[config.mk]
export PLATFORM = sky130hd
export DESIGN_NAME = sram_lsu_flat
export DESIGN_NICKNAME = d
export VERILOG_FILES = /design/src/rtl/sram_lsu_pkg.sv /design/src/rtl/sram_lsu_if.sv /design/src/rtl/sram_lsu_load_ext.sv /design/src/rtl/sram_lsu.sv /design/src/flat_wrapper.sv
export SDC_FILE = /design/constraint.sdc
export NUM_CORES = 1
export LEC_CHECK = 0
export BUFFER_PORTS_ARGS = -buffer_cell sky130_fd_sc_hd__buf_2
export CAP_MARGIN = 5
export CORE_MARGIN = 2
export CORE_UTILIZATION = 44
export CTS_CLUSTER_SIZE = 12
export DETAILED_ROUTE_END_ITERATION = 16
export PLACE_DENSITY = 0.85
export REMOVE_ABC_BUFFERS = 1
export SETUP_SLACK_MARGIN = 0.4
export SLEW_MARGIN = 20
export SYNTH_ARGS = -nofsm -noshare
export SYNTH_HDL_FRONTEND = slang
export SYNTH_HIERARCHICAL = 1
export SYNTH_SLANG_ARGS = --single-unit
[constraint.sdc]
create_clock -name clk -period 2.8 [get_ports clk]
set_clock_uncertainty 0.15 [all_clocks]
set_input_delay 0.28 -clock clk [delete_from_list [all_inputs] [get_ports clk]]
set_output_delay 0.28 -clock clk [all_outputs]
set_load 0.05 [all_outputs]
[src/rtl/sram_lsu_pkg.sv]
// Shared definitions for the data-SRAM load/store unit: size encodings, FSM states,
// and the byte-lane mask helper.
package lsu_pkg;

    localparam logic [1:0] SZ_BYTE = 2'd0;
    localparam logic [1:0] SZ_HALF = 2'd1;
    localparam logic [1:0] SZ_WORD = 2'd2;

    typedef enum logic [1:0] {
        ST_IDLE,
        ST_ISSUE,
        ST_WAIT,
        ST_RESP
    } lsu_state_t;

    // Store data is right-justified, so lanes always fill from lane 0 upward.
    function automatic logic [3:0] size_wmask(input logic [1:0] size);
        case (size)
            SZ_BYTE: size_wmask = 4'b0001;
            SZ_HALF: size_wmask = 4'b0011;
            SZ_WORD: size_wmask = 4'b1111;
            default: size_wmask = 4'b0000;
        endcase
    endfunction

endpackage

[src/rtl/sram_lsu_if.sv]
// Core request/response channel plus data-SRAM port of the load/store unit.
interface sram_lsu_if #(
    parameter int ADDR_WIDTH = 13
);
    logic                  req_valid;
    logic                  req_ready;
    logic                  req_we;
    logic [1:0]            req_size;
    logic                  req_unsigned;
    logic [31:0]           req_addr;
    logic [31:0]           req_wdata;
    logic                  resp_valid;
    logic                  resp_err;
    logic [31:0]           resp_rdata;
    logic                  sram_csb;
    logic                  sram_web;
    logic [3:0]            sram_wmask;
    logic [ADDR_WIDTH-1:0] sram_addr;
    logic [31:0]           sram_din;
    logic [31:0]           sram_dout;

    modport master (
        output req_valid, req_we, req_size, req_unsigned, req_addr, req_wdata, sram_dout,
        input  req_ready, resp_valid, resp_err, resp_rdata,
        input  sram_csb, sram_web, sram_wmask, sram_addr, sram_din
    );

    modport slave (
        input  req_valid, req_we, req_size, req_unsigned, req_addr, req_wdata, sram_dout,
        output req_ready, resp_valid, resp_err, resp_rdata,
        output sram_csb, sram_web, sram_wmask, sram_addr, sram_din
    );
endinterface

[src/rtl/sram_lsu_load_ext.sv]
// Byte/half/word sign or zero extension of right-justified load data.
module lsu_load_ext
    import lsu_pkg::*;
(
    input  logic [1:0]  size_i,
    input  logic        unsigned_i,
    input  logic [31:0] data_i,
    output logic [31:0] data_o
);
    always_comb begin
        case (size_i)
            SZ_BYTE: data_o = {{24{~unsigned_i & data_i[7]}}, data_i[7:0]};
            SZ_HALF: data_o = {{16{~unsigned_i & data_i[15]}}, data_i[15:0]};
            default: data_o = data_i;
        endcase
    end
endmodule

[src/rtl/sram_lsu.sv]
// Single-outstanding load/store initiator for the single-port data SRAM.
// Every output is registered; web/csb can only be high during ISSUE.
//
// state | meaning
// IDLE  | ready for a request
// ISSUE | one-cycle SRAM access (store write or load read select)
// WAIT  | counting out SRAM read latency
// RESP  | one-cycle response pulse
module sram_lsu
    import lsu_pkg::*;
#(
    parameter int ADDR_WIDTH = 13,
    parameter int DATA_WIDTH = 32,
    parameter int RD_LATENCY = 2
) (
    input  logic      clk,
    input  logic      rst_n,
    sram_lsu_if.slave bus
);
    localparam int CNT_W = (RD_LATENCY > 1) ? $clog2(RD_LATENCY) : 1;
    localparam logic [CNT_W-1:0] CNT_LOAD = CNT_W'(RD_LATENCY - 1);

    lsu_state_t            state_q, state_d;
    logic [CNT_W-1:0]      cnt_q, cnt_d;
    logic                  we_q, we_d, uns_q, uns_d, err_q, err_d;
    logic [1:0]            size_q, size_d;
    logic [ADDR_WIDTH-1:0] addr_q, addr_d;
    logic [DATA_WIDTH-1:0] wdata_q, wdata_d;

    logic                  ready_q, ready_d, resp_valid_q, resp_valid_d, resp_err_q, resp_err_d;
    logic [DATA_WIDTH-1:0] resp_rdata_q, resp_rdata_d, din_q, din_d;
    logic                  csb_q, csb_d, web_q, web_d;
    logic [3:0]            wmask_q, wmask_d, lane_m;
    logic [ADDR_WIDTH-1:0] sram_addr_q, sram_addr_d;

    logic                  accept, acc_err;
    logic [DATA_WIDTH-1:0] ext_data;

    lsu_load_ext u_ext (
        .size_i    (size_q),
        .unsigned_i(uns_q),
        .data_i    (bus.sram_dout),
        .data_o    (ext_data)
    );

    assign accept  = (state_q == ST_IDLE) && bus.req_valid;
    assign acc_err = (bus.req_size == 2'd3)
                   | ((bus.req_size == SZ_HALF) & bus.req_addr[0])
                   | ((bus.req_size == SZ_WORD) & (|bus.req_addr[1:0]))
                   | (|bus.req_addr[31:ADDR_WIDTH]);

    always_ff @(posedge clk or negedge rst_n) begin
        if (!rst_n) begin
            state_q      <= ST_IDLE;
            cnt_q        <= '0;
            we_q         <= 1'b0;
            uns_q        <= 1'b0;
            err_q        <= 1'b0;
            size_q       <= SZ_BYTE;
            addr_q       <= '0;
            wdata_q      <= '0;
            ready_q      <= 1'b1;
            resp_valid_q <= 1'b0;
            resp_err_q   <= 1'b0;
            resp_rdata_q <= '0;
            csb_q        <= 1'b0;
            web_q        <= 1'b0;
            wmask_q      <= '0;
            sram_addr_q  <= '0;
            din_q        <= '0;
        end else begin
            state_q      <= state_d;
            cnt_q        <= cnt_d;
            we_q         <= we_d;
            uns_q        <= uns_d;
            err_q        <= err_d;
            size_q       <= size_d;
            addr_q       <= addr_d;
            wdata_q      <= wdata_d;
            ready_q      <= ready_d;
            resp_valid_q <= resp_valid_d;
            resp_err_q   <= resp_err_d;
            resp_rdata_q <= resp_rdata_d;
            csb_q        <= csb_d;
            web_q        <= web_d;
            wmask_q      <= wmask_d;
            sram_addr_q  <= sram_addr_d;
            din_q        <= din_d;
        end
    end

    always_comb begin
        state_d = state_q;
        cnt_d   = cnt_q;
        we_d    = we_q;
        uns_d   = uns_q;
        err_d   = err_q;
        size_d  = size_q;
        addr_d  = addr_q;
        wdata_d = wdata_q;
        case (state_q)
            ST_IDLE: begin
                if (accept) begin
                    we_d    = bus.req_we;
                    uns_d   = bus.req_unsigned;
                    err_d   = acc_err;
                    size_d  = bus.req_size;
                    addr_d  = bus.req_addr[ADDR_WIDTH-1:0];
                    wdata_d = bus.req_wdata;
                    state_d = acc_err ? ST_RESP : ST_ISSUE;
                end
            end
            ST_ISSUE: begin
                if (we_q) begin
                    state_d = ST_RESP;
                end else begin
                    state_d = ST_WAIT;
                    cnt_d   = CNT_LOAD;
                end
            end
            ST_WAIT: begin
                if (cnt_q == '0) state_d = ST_RESP;
                else             cnt_d   = cnt_q - 1'b1;
            end
            default: state_d = ST_IDLE;
        endcase
    end

    // Outputs are precomputed from the next state so they land registered in that state.
    always_comb begin
        lane_m       = size_wmask(size_d);
        ready_d      = (state_d == ST_IDLE);
        csb_d        = (state_d == ST_ISSUE) && !we_d;
        web_d        = (state_d == ST_ISSUE) && we_d;
        wmask_d      = web_d ? lane_m : 4'b0000;
        sram_addr_d  = (state_d == ST_ISSUE) ? addr_d : '0;
        din_d        = web_d ? (wdata_d & {{8{lane_m[3]}}, {8{lane_m[2]}}, {8{lane_m[1]}}, {8{lane_m[0]}}})
                             : '0;
        resp_valid_d = (state_d == ST_RESP);
        resp_err_d   = resp_valid_d && err_d;
        resp_rdata_d = ((state_q == ST_WAIT) && (state_d == ST_RESP)) ? ext_data : '0;
    end

    assign bus.req_ready  = ready_q;
    assign bus.resp_valid = resp_valid_q;
    assign bus.resp_err   = resp_err_q;
    assign bus.resp_rdata = resp_rdata_q;
    assign bus.sram_csb   = csb_q;
    assign bus.sram_web   = web_q;
    assign bus.sram_wmask = wmask_q;
    assign bus.sram_addr  = sram_addr_q;
    assign bus.sram_din   = din_q;

endmodule

[src/flat_wrapper.sv]
// flat-port wrapper written by rule: the top's interface ports become plain ports
module sram_lsu_flat import lsu_pkg::*;
#(
    parameter int ADDR_WIDTH = 13,
    parameter int DATA_WIDTH = 32,
    parameter int RD_LATENCY = 2
)
  (clk, rst_n, bus_req_valid, bus_req_we, bus_req_size, bus_req_unsigned, bus_req_addr, bus_req_wdata, bus_sram_dout, bus_req_ready, bus_resp_valid, bus_resp_err, bus_resp_rdata, bus_sram_csb, bus_sram_web, bus_sram_wmask, bus_sram_addr, bus_sram_din);
  sram_lsu_if #(.ADDR_WIDTH(ADDR_WIDTH)) bus_i ();
  input  logic clk;
  input  logic rst_n;
  input wire logic [$bits(bus_i.req_valid)-1:0] bus_req_valid;
  input wire logic [$bits(bus_i.req_we)-1:0] bus_req_we;
  input wire logic [$bits(bus_i.req_size)-1:0] bus_req_size;
  input wire logic [$bits(bus_i.req_unsigned)-1:0] bus_req_unsigned;
  input wire logic [$bits(bus_i.req_addr)-1:0] bus_req_addr;
  input wire logic [$bits(bus_i.req_wdata)-1:0] bus_req_wdata;
  input wire logic [$bits(bus_i.sram_dout)-1:0] bus_sram_dout;
  output wire logic [$bits(bus_i.req_ready)-1:0] bus_req_ready;
  output wire logic [$bits(bus_i.resp_valid)-1:0] bus_resp_valid;
  output wire logic [$bits(bus_i.resp_err)-1:0] bus_resp_err;
  output wire logic [$bits(bus_i.resp_rdata)-1:0] bus_resp_rdata;
  output wire logic [$bits(bus_i.sram_csb)-1:0] bus_sram_csb;
  output wire logic [$bits(bus_i.sram_web)-1:0] bus_sram_web;
  output wire logic [$bits(bus_i.sram_wmask)-1:0] bus_sram_wmask;
  output wire logic [$bits(bus_i.sram_addr)-1:0] bus_sram_addr;
  output wire logic [$bits(bus_i.sram_din)-1:0] bus_sram_din;
  assign bus_i.req_valid = bus_req_valid;
  assign bus_i.req_we = bus_req_we;
  assign bus_i.req_size = bus_req_size;
  assign bus_i.req_unsigned = bus_req_unsigned;
  assign bus_i.req_addr = bus_req_addr;
  assign bus_i.req_wdata = bus_req_wdata;
  assign bus_i.sram_dout = bus_sram_dout;
  assign bus_req_ready = bus_i.req_ready;
  assign bus_resp_valid = bus_i.resp_valid;
  assign bus_resp_err = bus_i.resp_err;
  assign bus_resp_rdata = bus_i.resp_rdata;
  assign bus_sram_csb = bus_i.sram_csb;
  assign bus_sram_web = bus_i.sram_web;
  assign bus_sram_wmask = bus_i.sram_wmask;
  assign bus_sram_addr = bus_i.sram_addr;
  assign bus_sram_din = bus_i.sram_din;
  sram_lsu #(.ADDR_WIDTH(ADDR_WIDTH), .DATA_WIDTH(DATA_WIDTH), .RD_LATENCY(RD_LATENCY)) u_core (.clk(clk), .rst_n(rst_n), .bus(bus_i));
endmodule
# [After elaboration in Yosys (flattened, before gate mapping)]
# Cells that the tools add are included.
[totals] ff_bits=139 inputBits=103
[classes] n_addsub=1 n_eq_ne=11 muxes=24 bitwise=9 n_reduce_logical=15
[ops] operator="$mux W32" n=4
[ops] operator="$pmux W32 S2" n=1
[ops] operator="$mux W13" n=3
[ops] operator="$and A32 B32 Y32" n=1
[ops] operator="$reduce_or A19 Y1" n=1
[ops] operator="$pmux W4 S3" n=1
[ops] operator="$eq A2 B1 Y1 const B" n=5
[ops] operator="$eq A2 B2 Y1 const B" n=5
[ops] operator="$mux W2" n=5
[ops] operator="$logic_not A2 Y1" n=4
[ops] operator="$mux W1" n=7
[ops] operator="$pmux W2 S3" n=1
[ops] operator="$logic_and A1 B1 Y1" n=5
[ops] operator="$and A1 B1 Y1" n=4
[ops] operator="$mux W4" n=1
[ops] operator="$reduce_and A2 Y1" n=2
[ops] operator="$or A1 B1 Y1" n=3
[ops] operator="$ne A2 B2 Y1 const B" n=1
[ops] operator="$pmux W1 S2" n=1
[ops] operator="$reduce_bool A2 Y1" n=1
[ops] operator="$reduce_or A2 Y1" n=1
[ops] operator="$logic_not A1 Y1" n=1
[ops] operator="$not A1 Y1" n=1
[ops] operator="$sub A1 B1 Y1 const B" n=1

# [Longest topological paths before layout]
[logic_depth] word_depth=11 depth_mapped=9 mapped_depth_nobuf=6

# [By module]
# Netlist, hierarchy kept.
[by_module_without_submodules] mod="sram_lsu" instances=1 cells_per_inst=239 area_per_inst_um2=3280.6 seq_area_each_um2=2328.5
[by_module_without_submodules] mod="lsu_load_ext" instances=1 cells_per_inst=67 area_per_inst_um2=355.3 seq_area_each_um2=0.0

# [Worst setup path after synthesis]
# Ideal clock, no wire load.
[synth_path] path_type="reg-to-reg" start="register u_core.state_q[0]" end="register u_core.din_q[10], in the netlist u_core/bus.sram_din[10]" t_arrival_ps=1791 required_time_ps=2509 setup_slack_ps=718 stages_incl_launch_ff=10 n_path_buf=3 path_cell_list="dfrtp_1 nor2_1 and2_1 buf_2 buf_2 nand2_1 nand2_1 ha_1 buf_1 nor3b_2"
[synth_between] elab_chain_len=8 elab_cells_between_ends=21 classes_between="eq/ne: 5; mux: 11; bitwise: 1; reduce/logical: 4"
[synth_lines] item="start: declaration" line_no="sram_lsu.sv:23" source="lsu_state_t state_q, state_d;"
[synth_lines] item="start signal: assignment" line_no="sram_lsu.sv:72" source="state_q <= state_d;"
[synth_lines] item="$logic_not A2 Y1 *" line_no="sram_lsu.sv:46, sram_lsu.sv:101"
[synth_lines] item="$logic_and A1 B1 Y1" line_no="sram_lsu.sv:46" source="assign accept = (state_q == ST_IDLE) && bus.req_valid;"
[synth_lines] item="$mux W2" line_no="sram_lsu.sv:103" source="if (accept) begin"
[synth_lines] item="$mux W2 *" line_no="sram_lsu.sv:101" source="case (state_q)"
[synth_lines] item="net u_core.size_d[1]" line_no="sram_lsu.sv:26" source="logic [1:0] size_q, size_d;"
[synth_lines] item="$eq A2 B2 Y1, or another cell as far along" line_no="sram_lsu_pkg.sv:18" source="case (size)"
[synth_lines] item="$pmux W4 S3 *" line_no="sram_lsu_pkg.sv:18"
[synth_lines] item="$and A32 B32 Y32 *" line_no="sram_lsu.sv:137" source="din_d = web_d ? (wdata_d & {{8{lane_m[3]}}, {8{lane_m[2]}}, {8{lane_m[1]}}, {8{lane_m[0]}}})"
[synth_lines] item="$mux W32 *" line_no="sram_lsu.sv:137"
[synth_lines] item="net u_core.din_d[10]" line_no="sram_lsu.sv:31" source="logic [DATA_WIDTH-1:0] resp_rdata_q, resp_rdata_d, din_q, din_d;"
[synth_lines] item="end signal: assignment" line_no="sram_lsu.sv:88" source="din_q <= din_d;"
[synth_lines] item="end: declaration" line_no="sram_lsu.sv:31"
# Mark *: on every way through the listed nets, which the timed path passes. The rest lies on a longest branch.
# A chain may end at the register's enable or synchronous reset.

# [Final worst setup path]
[layout_path] start="register u_core.state_q[0]" end="register u_core.din_q[14], in the netlist u_core/bus.sram_din[14]"
# Same word-level chain as after synthesis.

==> results.tsv <==
metric	value	unit
synth_cells	306	
cts_inserted_buffers	9	
port_buffers	188	
antenna_found_initial	0	
via_per_inst	4.80	
grt_max_degree	58	
slew_headroom	44.7	%
ys_dominant_reg_cell	dfrtp_1	
io_pins	189	
die_x	94.9	um
vias	2952	
p_leak	2.92	nW
routed_wl	9.19	mm
fillers	655	
drt_first_pass_iters	4	
core_area	0.00809	mm^2
worstMarginPinSlew	0.827	ns
cts_buffer_depth	2	
finish.instance_area	0.00506	mm^2
register_area	0.00233	mm^2
critical-path-max-stage-delay	0.46	ns
fmax	464	MHz
synth_area_leaders	dfrtp_1 (63%), and2_1 (5.8%), and3_1 (5.2%)	
period_share	77.0	%
start_util	44.9	%
power_density	875	mW/mm^2
setup_violations	0	
endpoint_kind	flop	
clk_pin_slew	0.10	ns
hold_class	in -> reg	
status	completed	
crit_chain	nor2_1 > and2_1 > buf_4 > nand2_1 > nand2_1 > ha_2 > nor3b_2	
dieArea	0.00901	mm^2
fin_nets	610	
rsz0062_at_grt	false	
synth_cell_type_count	32	
slew_violations	0	
ys_warn_count	6	
dp_hpwl	6.33	mm
crit_fanout	18	
syn_avg_cell_area	11.9	um^2
post-synth-top-count-cell	dfrtp_1	
path_class	reg -> reg	
first_iter_violations	79	
multiInputGateArea	0.00110	mm^2
max-cap-violations	0	
yosysTopAreaCellShare	63.3	%
post_dp_cell_area	0.00456	mm^2
finalSetupTns	0	ns
row_count	33	
worstPathArrival	2.28	ns
path_delay_family	simple AND/OR/NAND/NOR gates	
drc	0	
holdWs	0.0192	ns
drtAntennaViolNets	0	
grt_pass1_wl	13.9	mm
ys_seq_area_share	64.0	%
ys_ff_latch	93	
grt_usage	20.4	%
worstPathRequired	2.92	ns
synth_edf_count	0	
wire_per_inst	14.9	um
syn2layout_area_growth	39.1	%
yosys.area.top_type	dfrtp_1	
setup_ws	0.645	ns
cts_max_level	3	
first_global_vias	2998	
vdd_drop_max	0.367	mV
hold_violations	0	
synth_commonest_cells	dfrtp_1 (92), nand2_1 (35), and2_1 (34)	
root_buffer	clkbuf_8	
drive_gt1_share	44.5	%
antennaDiodeCount	0	
fin_crit	2.16	ns
cp_common_cell	nand2_1	
critPathBufInv	1	
gp_congestion	0.742	
dp_slack	0.642	ns
grt_overflow	0	
cp-start-kind	flop	
clk_latency	0.35	ns
syn-cell-area	0.00364	mm^2
cts_num_sinks	93	
crit_slowest_cell	dfrtp_1	
dieHeight	94.9	um
power	4.42	mW
async_flop_share	100	%
cts_tree	done	
==> per-stage QoR <==
step | utilization (%) | instances
2_1_floorplan | - | 273
3_3_place_gp | 56.3 | 571
3_5_place_dp | 56.3 | 571
4_1_cts | 62.1 | 612
5_1_grt | 62.5 | 615
6_report | 62.5 | 615
==> worst register-to-register path, cell delays in order (launching register included) <==
cell and delay [ns]:
dfrtp_1 0.46, nor2_1 0.21, and2_1 0.21, buf_4 0.22
nand2_1 0.09, nand2_1 0.11, ha_2 0.37, nor3b_2 0.26
==> state kept, by name, indices dropped and copies added, names as in the netlist <==
name                   cells
u_core/bus.resp_rdata     32
u_core/bus.sram_din       32
u_core/bus.sram_addr      13
u_core/bus.sram_wmask      3
u_core/size_q              2
u_core/state_q             2
u_core/bus.req_ready       1
u_core/bus.resp_err        1
u_core/bus.resp_valid      1
u_core/bus.sram_csb        1
u_core/bus.sram_web        1
u_core/cnt_q               1
u_core/err_q               1
u_core/uns_q               1
u_core/we_q                1
==> layer usage <==
layer / share of wire (%) / GRT usage, % / wire length [um] / vias up
met4: 1.5 / 7.97 / 138 / 0
met3: 7.5 / 5.67 / 685 / 14
li1: - / - / - / 1393
met5: 0 / 0 / 0 / -
met1: 37 / 22.3 / 3430 / 1410
met2: 54 / 37.2 / 4940 / 135
==> cell type report <==
cell class	count	share of cell area (%)
Clock buffer	10	2.72
Inverter	3	0.247
Tap cell	105	2.60
Sequential cell	93	46.1
Timing Repair Buffer	221	25.2
Multi-Input combinational cell	177	21.7
Clock inverter	6	1.51
==> power by group <==
part / switching (mW) / internal, mW / leakage (nW)
sequential: 0.129 / 1.58 / 1.26
clock: 0.487 / 0.453 / 0.103
combinational: 1.29 / 0.486 / 1.55
total: 1.90 / 2.52 / 2.92
==> path summary, 6_finish.rpt <==
check                                  start                  endpoint  slack, ns  depth (start not counted)
min reg2reg                     u_core/cnt_q              u_core/cnt_q       0.35                          2
min                        bus_req_wdata[12]   u_core/bus.sram_din[12]       0.02                          2
max reg2reg                u_core/state_q[0]   u_core/bus.sram_din[14]       0.64                          7
min in group asynchronous              rst_n  u_core/bus.resp_rdata[0]       0.36                          2
max                        u_core/state_q[0]   u_core/bus.sram_din[14]       0.64                          7
max in group asynchronous              rst_n      u_core/bus.req_ready       1.41                          3
==> kinds of logic after synthesis <==
family | after synthesis | share of synthesized area [%]
buffers and inverters | 36 | 5.88
multiplexers | 3 | 0.929
adder cells (fa/ha/maj) | 2 | 0.688
AO/OA/AOI/OAI | 34 | 4.75
flip-flops | 93 | 64.0
AND/OR/NAND/NOR | 138 | 23.7
==> what timing repair did <==
action,CTS,global route
hold buffers,25,3
setup buffers,0,0
setup endpoints to repair,0,2
hold endpoints to repair,79,3
resized for setup,0,1
==> layout by cell type, fill, tap and decap left out, types with 2 or more instances in the layout <==
master	n
a21oi_1	4
nor3b_2	8
nand2b_1	2
buf_4	5
and3_1	30
dfrtp_1	92
mux2i_1	2
clkinvlp_4	2
nor4_2	4
buf_2	187
nor2_1	8
nor3b_1	8
inv_8	2
dlygate4sd3_1	28
nor3_1	2
clkbuf_8	10
o21ai_0	29
nand2_1	35
inv_1	2
and2_1	34
Note: power is estimated with default switching activity, not from simulation.
